**src/rtl/stack_reader.sv**
```systemverilog
// stack_reader: drains an external stack into a first-word-fall-through
// output FIFO. A drain waits until the FIFO has room for the whole stack,
// streams it out, tags the last word, then clears the stack.
//
//  state     | meaning
//  ----------+--------------------------------------------------------------
//  S_IDLE    | waiting for a start pulse
//  S_WAIT    | drain accepted; waiting for FIFO room (or empty-stack bypass)
//  S_REQ     | one-cycle stream trigger to the stack; latch entry count
//  S_CAPTURE | push one stack word per cycle into the FIFO, N cycles
//  S_CLEAR   | one-cycle completion; clears the stack if anything was read
module stack_reader #(
    parameter int DATA_WIDTH = 4,
    parameter int DEPTH      = 24,
    localparam int CW        = (DEPTH > 1) ? $clog2(DEPTH) : 1
) (
    input  logic                  i_clk,
    input  logic                  i_rst_n,
    input  logic                  i_start,
    output logic                  o_busy,
    output logic                  o_drain_done,
    output logic                  o_err,
    input  logic                  i_stk_empty,
    input  logic [CW-1:0]         i_stk_active_entries,
    input  logic [DATA_WIDTH-1:0] i_stk_dout,
    input  logic                  i_stk_done,
    output logic                  o_stk_stream_out,
    output logic                  o_stk_clear,
    output logic [DATA_WIDTH-1:0] o_m_data,
    output logic                  o_m_last,
    output logic                  o_m_valid,
    input  logic                  i_m_ready
);

    typedef enum logic [2:0] {
        S_IDLE    = 3'd0,
        S_WAIT    = 3'd1,
        S_REQ     = 3'd2,
        S_CAPTURE = 3'd3,
        S_CLEAR   = 3'd4
    } state_t;

    localparam logic [CW:0]   FULL_CNT  = (CW + 1)'(DEPTH);
    localparam logic [CW-1:0] PTR_LAST  = CW'(DEPTH - 1);
    localparam logic [CW+1:0] ROOM_MAX  = (CW + 2)'(DEPTH);

    state_t                r_state;
    state_t                w_state_nxt;
    logic [CW-1:0]         r_cap_rem;
    logic                  r_nonempty;
    logic                  r_err;

    logic [DATA_WIDTH:0]   r_mem [DEPTH];
    logic [CW-1:0]         r_wr_ptr;
    logic [CW-1:0]         r_rd_ptr;
    logic [CW:0]           r_count;

    logic                  w_cap_last;
    logic                  w_push;
    logic                  w_pop;
    logic                  w_full;
    logic                  w_push_ok;
    logic                  w_overflow;
    logic                  w_done_bad;
    logic [CW+1:0]         w_need_total;
    logic                  w_fits;
    logic [DATA_WIDTH:0]   w_head;

    // Remaining-capture down-counter reaches zero on the Nth capture cycle.
    assign w_cap_last   = (r_cap_rem == '0);
    assign w_push       = (r_state == S_CAPTURE);
    assign w_pop        = o_m_valid & i_m_ready;
    assign w_full       = (r_count == FULL_CNT);
    // A push into a full FIFO still lands if the head is leaving the same cycle.
    assign w_push_ok    = w_push & (~w_full | w_pop);
    assign w_overflow   = w_push & w_full & ~w_pop;
    assign w_done_bad   = w_push & (w_cap_last ? ~i_stk_done : i_stk_done);

    // Room check counts the whole stack (active entries + 1) against FIFO space.
    assign w_need_total = {1'b0, r_count} + {2'b00, i_stk_active_entries} + (CW + 2)'(1);
    assign w_fits       = (w_need_total <= ROOM_MAX);

    assign w_head       = r_mem[r_rd_ptr];
    assign o_m_valid    = (r_count != '0);
    assign o_m_data     = o_m_valid ? w_head[DATA_WIDTH-1:0] : '0;
    assign o_m_last     = o_m_valid & w_head[DATA_WIDTH];
    assign o_err        = r_err;

    // State register.
    always_ff @(posedge i_clk or negedge i_rst_n) begin
        if (!i_rst_n) begin
            r_state <= S_IDLE;
        end else begin
            r_state <= w_state_nxt;
        end
    end

    // Next-state and state-decoded outputs.
    always_comb begin
        w_state_nxt      = r_state;
        o_busy           = 1'b1;
        o_stk_stream_out = 1'b0;
        o_drain_done     = 1'b0;
        o_stk_clear      = 1'b0;
        case (r_state)
            S_IDLE: begin
                o_busy = 1'b0;
                if (i_start) begin
                    w_state_nxt = S_WAIT;
                end
            end
            S_WAIT: begin
                if (i_stk_empty) begin
                    w_state_nxt = S_CLEAR;
                end else if (w_fits) begin
                    w_state_nxt = S_REQ;
                end
            end
            S_REQ: begin
                o_stk_stream_out = 1'b1;
                w_state_nxt      = S_CAPTURE;
            end
            S_CAPTURE: begin
                if (w_cap_last) begin
                    w_state_nxt = S_CLEAR;
                end
            end
            S_CLEAR: begin
                o_drain_done = 1'b1;
                o_stk_clear  = r_nonempty;
                w_state_nxt  = S_IDLE;
            end
            default: begin
                w_state_nxt = S_IDLE;
            end
        endcase
    end

    // Capture length latch and countdown; remembers whether this drain read anything.
    always_ff @(posedge i_clk or negedge i_rst_n) begin
        if (!i_rst_n) begin
            r_cap_rem  <= '0;
            r_nonempty <= 1'b0;
        end else begin
            if (r_state == S_WAIT) begin
                r_nonempty <= ~i_stk_empty;
            end
            if (r_state == S_REQ) begin
                r_cap_rem <= i_stk_active_entries;
            end else if (w_push && !w_cap_last) begin
                r_cap_rem <= r_cap_rem - CW'(1);
            end
        end
    end

    // Sticky protocol error: misplaced stk_done or a dropped push.
    always_ff @(posedge i_clk or negedge i_rst_n) begin
        if (!i_rst_n) begin
            r_err <= 1'b0;
        end else if (w_done_bad || w_overflow) begin
            r_err <= 1'b1;
        end
    end

    // FIFO storage; contents need no reset because outputs are gated by count.
    always_ff @(posedge i_clk) begin
        if (w_push_ok) begin
            r_mem[r_wr_ptr] <= {w_cap_last, i_stk_dout};
        end
    end

    // FIFO pointers (wrap at DEPTH-1) and occupancy count.
    always_ff @(posedge i_clk or negedge i_rst_n) begin
        if (!i_rst_n) begin
            r_wr_ptr <= '0;
            r_rd_ptr <= '0;
            r_count  <= '0;
        end else begin
            if (w_push_ok) begin
                r_wr_ptr <= (r_wr_ptr == PTR_LAST) ? '0 : r_wr_ptr + CW'(1);
            end
            if (w_pop) begin
                r_rd_ptr <= (r_rd_ptr == PTR_LAST) ? '0 : r_rd_ptr + CW'(1);
            end
            case ({w_push_ok, w_pop})
                2'b10:   r_count <= r_count + (CW + 1)'(1);
                2'b01:   r_count <= r_count - (CW + 1)'(1);
                default: r_count <= r_count;
            endcase
        end
    end

endmodule
```
**config.mk**
```make
export PLATFORM = sky130hd
export DESIGN_NAME = stack_reader
export DESIGN_NICKNAME = d
export VERILOG_FILES = /design/src/rtl/stack_reader.sv
export SDC_FILE = /design/constraint.sdc
export NUM_CORES = 1
export LEC_CHECK = 0
export BUFFER_PORTS_ARGS = -buffer_cell sky130_fd_sc_hd__buf_2
export CAP_MARGIN = 20
export CORE_MARGIN = 8
export CORE_UTILIZATION = 45
export CTS_BUF_LIST = sky130_fd_sc_hd__clkbuf_4 sky130_fd_sc_hd__clkbuf_8 sky130_fd_sc_hd__clkbuf_16
export CTS_CLUSTER_SIZE = 40
export DETAILED_ROUTE_END_ITERATION = 16
export PLACE_DENSITY = 0.72
export SKIP_CTS_REPAIR_TIMING = 1
export SLEW_MARGIN = 20
export SYNTH_ARGS = -nofsm -noshare
export SYNTH_HDL_FRONTEND = slang
export SYNTH_SLANG_ARGS = --single-unit
```
**constraint.sdc**
```tcl
create_clock -name i_clk -period 3.6 [get_ports i_clk]
set_input_delay 0.72 -clock i_clk [delete_from_list [all_inputs] [get_ports i_clk]]
set_output_delay 0.72 -clock i_clk [all_outputs]
set_load 0.1 [all_outputs]
```
==> out/results.txt <==
Status: completed
Post-synth top area cell: edfxtp_1
Mapped Cells: 410
RSZ-0062 raised after global routing: false
Worst Skew: 0.00733 ns
CTS sink count: 146
Router iterations before antenna repair: 5
Gr usage total: 15.3%
CP max stage delay: 0.90 ns
Setup CP Type: flop to primary output
Final hold violation count: 0
Initial antenna violation count: 0
Worst Path Required: 2.88 ns
Peak VDD IR: 631 uV
Die W: 136 um
Via count: 3,572
Synth async-reset ratio: 17.8%
Slowest-stage cell, CP: dfrtp_1
Initial Utilization: 45.3%
Clock transition at path regs: 0.06 ns
Worst-skew pair later-pin latency: 0.42 ns
Avg WL per Cell: 19.9 um
ANT cells: 0
Initial DRC count: 279
Psw: 2.51 mW
Crit share post-route: 95.8%
DPL Wire Length: 8.39 mm
Wl on met1: 5.20 mm
Sequential share of power: 36.1%
Maximum fanout along the worst path: 19
Hold Crit Class: primary input to async pin
Share of layout cells above drive strength 1: 22.0%
Vias in the first global route: 3,862
Slew HR: 42.8%
Residual DRC: 0
Crit-path cells: mux4_2 -> mux2i_1 -> o21ai_1 -> mux2i_1 -> nor2_1 -> buf_2
Routability cong.: 0.851
Combinational share of power: 39.1%
Top-Level Pins: 26
CTS H-tree depth: 4
Synth cell types: 52
Clk buf depth: 2
Syn_area_per_cell: 15.8 sq um
Post-synthesis sequential area ratio: 65.6%
Internal power: 3.86 mW
Synth cell count leaders: edfxtp_1 (120), nand2_1 (34), mux4_2 (30), dfrtp_1 (26), nor2_1 (22)
Synth Net Count: 443
# setup viols final: 0
CP Capture Type: primary output
Final WL: 12.7 mm
Crit path max-delay family: flip-flops
P&R area growth vs syn: 13.6%
Max layer used: met4
Post-route ant nets: 0
Largest net degree at the start of global routing: 35
Most frequent cell after synthesis: edfxtp_1
Worst path buffer plus inverter count: 1
Ys Warns: 0
Tot Pwr: 6.38 mW
Register bit total from synthesis: 146
Die ar.: 0.0185 sq mm
Core Area: 0.0143 sq mm
FMAX: 0.290 GHz
CP Launch Type: flop
CTS tree: built
Power per Cell Area: 866 mW/mm^2
Reg2reg end: r_count[5]
Crit-path most repeated cell: mux2i_1
Worst r2r path cells: 10
Clock Tree Root: clkbuf_16
Worst Tran Pin Value: 0.857 ns
Cell area after synthesis: 0.00648 sq mm
Synth area leaders: edfxtp_1 (56%), mux4_2 (10%), dfrtp_1 (10%)
Routed wl met2: 6.50 mm
Setup ws final: 0.152 ns
Fin crit period: 3.45 ns
Critical path data arrival time: 2.73 ns
Clock share of power: 24.8%
Number of nets in the layout: 478
Final instance area: 0.00736 sq mm
Vias/cell: 5.59
Share of the synthesized area in the top cell type: 55.6%
Die height: 136 um
Setup_tns: 0 ns
Fin. max-slew vios: 0
Metal3 WL: 834 um
Reg2reg start: r_count[1]
Num rows: 44
Maxcap violations: 0
Post-synth EDFFs: 120
Pleak: 2.65 nW
Total CTS buffers: 17
R2R setup slack: 0.25 ns
Top_reg_cell synth: edfxtp_1
Buffers on Ports: 25
Congestion Overflow GR: 0
First-pass GRT wire length: 20.9 mm
Dpl cell area: 0.00684 sq mm
Switch share: 39.4%
Worst slack, placed: 0.260 ns
-- how the worst max path moves through the flow --
stage	from	slack, ns	cells past startpoint	to
floorplan	r_state[1]	0.19	3	o_stk_clear
global placement	r_count[1]	0.37	10	r_count[5]
detailed placement	r_count[1]	0.26	10	r_count[5]
CTS	r_rd_ptr[3]	0.13	7	o_m_data[0]
global route	r_rd_ptr[3]	0.03	6	o_m_last
finish	r_rd_ptr[3]	0.15	6	o_m_last
-- flip-flops by register name, summed over array words and instances, names as in the netlist --
| register | count |
|---|---|
| o_err | 1 |
| r_cap_rem | 5 |
| r_count | 6 |
| r_mem | 120 |
| r_nonempty | 1 |
| r_rd_ptr | 5 |
| r_state | 3 |
| r_wr_ptr | 5 |
-- per-layer routing --
layer | global-route usage, % | vias to the layer above
met1 | 18.5 | 1821
met3 | 4.80 | 14
met4 | 5.74 | 0
met5 | 0 | -
met2 | 25.2 | 101
li1 | - | 1636
-- worst reg2reg max path, delay by kind of cell, from the launching register on --
family,cells,cell delay (ns)
buffers and inverters,1,0.11
flip-flops,1,0.43
adder cells (fa/ha/maj),2,0.60
AND/OR/NAND/NOR,4,1.34
AO/OA/AOI/OAI,2,0.60
XOR/XNOR,1,0.14
-- cells in the final DEF, fill, tap and decap left out, types with 6 or more instances in the layout --
cell / n
a21oi_1: 6
and2_1: 9
mux2i_1: 17
buf_2: 25
ha_1: 17
nor3_1: 7
buf_4: 6
nor2_1: 22
clkbuf_16: 17
o21ai_0: 6
mux4_2: 30
mux2_1: 6
dfrtp_1: 25
nand2_1: 34
edfxtp_1: 120
inv_1: 12
o21ai_1: 17
xnor2_1: 8
-- final cells by class --
type                            count  area, sq um
Clock buffer                       18          433
Clock inverter                     11         91.3
Fill cell                        1167         6950
Inverter                           13         48.8
Multi-Input combinational cell    235         2110
Sequential cell                   146         4260
Tap cell                          184          230
Timing Repair Buffer               32          190
-- power by group through the flow --
| stage | Clock (mW) | Sequential [mW] | Combinational (mW) |
|---|---|---|---|
| global route | 1.68 | 2.34 | 2.71 |
| detailed placement | 0 | 2.34 | 2.50 |
| global placement | 0 | 2.32 | 2.44 |
| finish | 1.58 | 2.30 | 2.49 |
| CTS | 1.62 | 2.30 | 2.52 |
| floorplan | 0 | 2.18 | 2.10 |
-- stage by stage --
stage | hold WS (ns) | std cells | util (%)
after global placement | 0.478 | 610 | 47.8
after CTS | 0.314 | 639 | 51.4
final | 0.325 | 639 | 51.4
after detailed placement | 0.468 | 610 | 47.8
after floorplan | 0.424 | 410 | -
after global routing | 0.355 | 639 | 51.4
-- cells by family after synthesis --
logic type	synth area share (%)
flip-flops	65.6
AND/OR/NAND/NOR	8.98
multiplexers	14.6
AO/OA/AOI/OAI	3.46
buffers and inverters	1.95
adder cells (fa/ha/maj)	3.59
XOR/XNOR	1.76
Note: power is estimated with default switching activity, not from simulation.
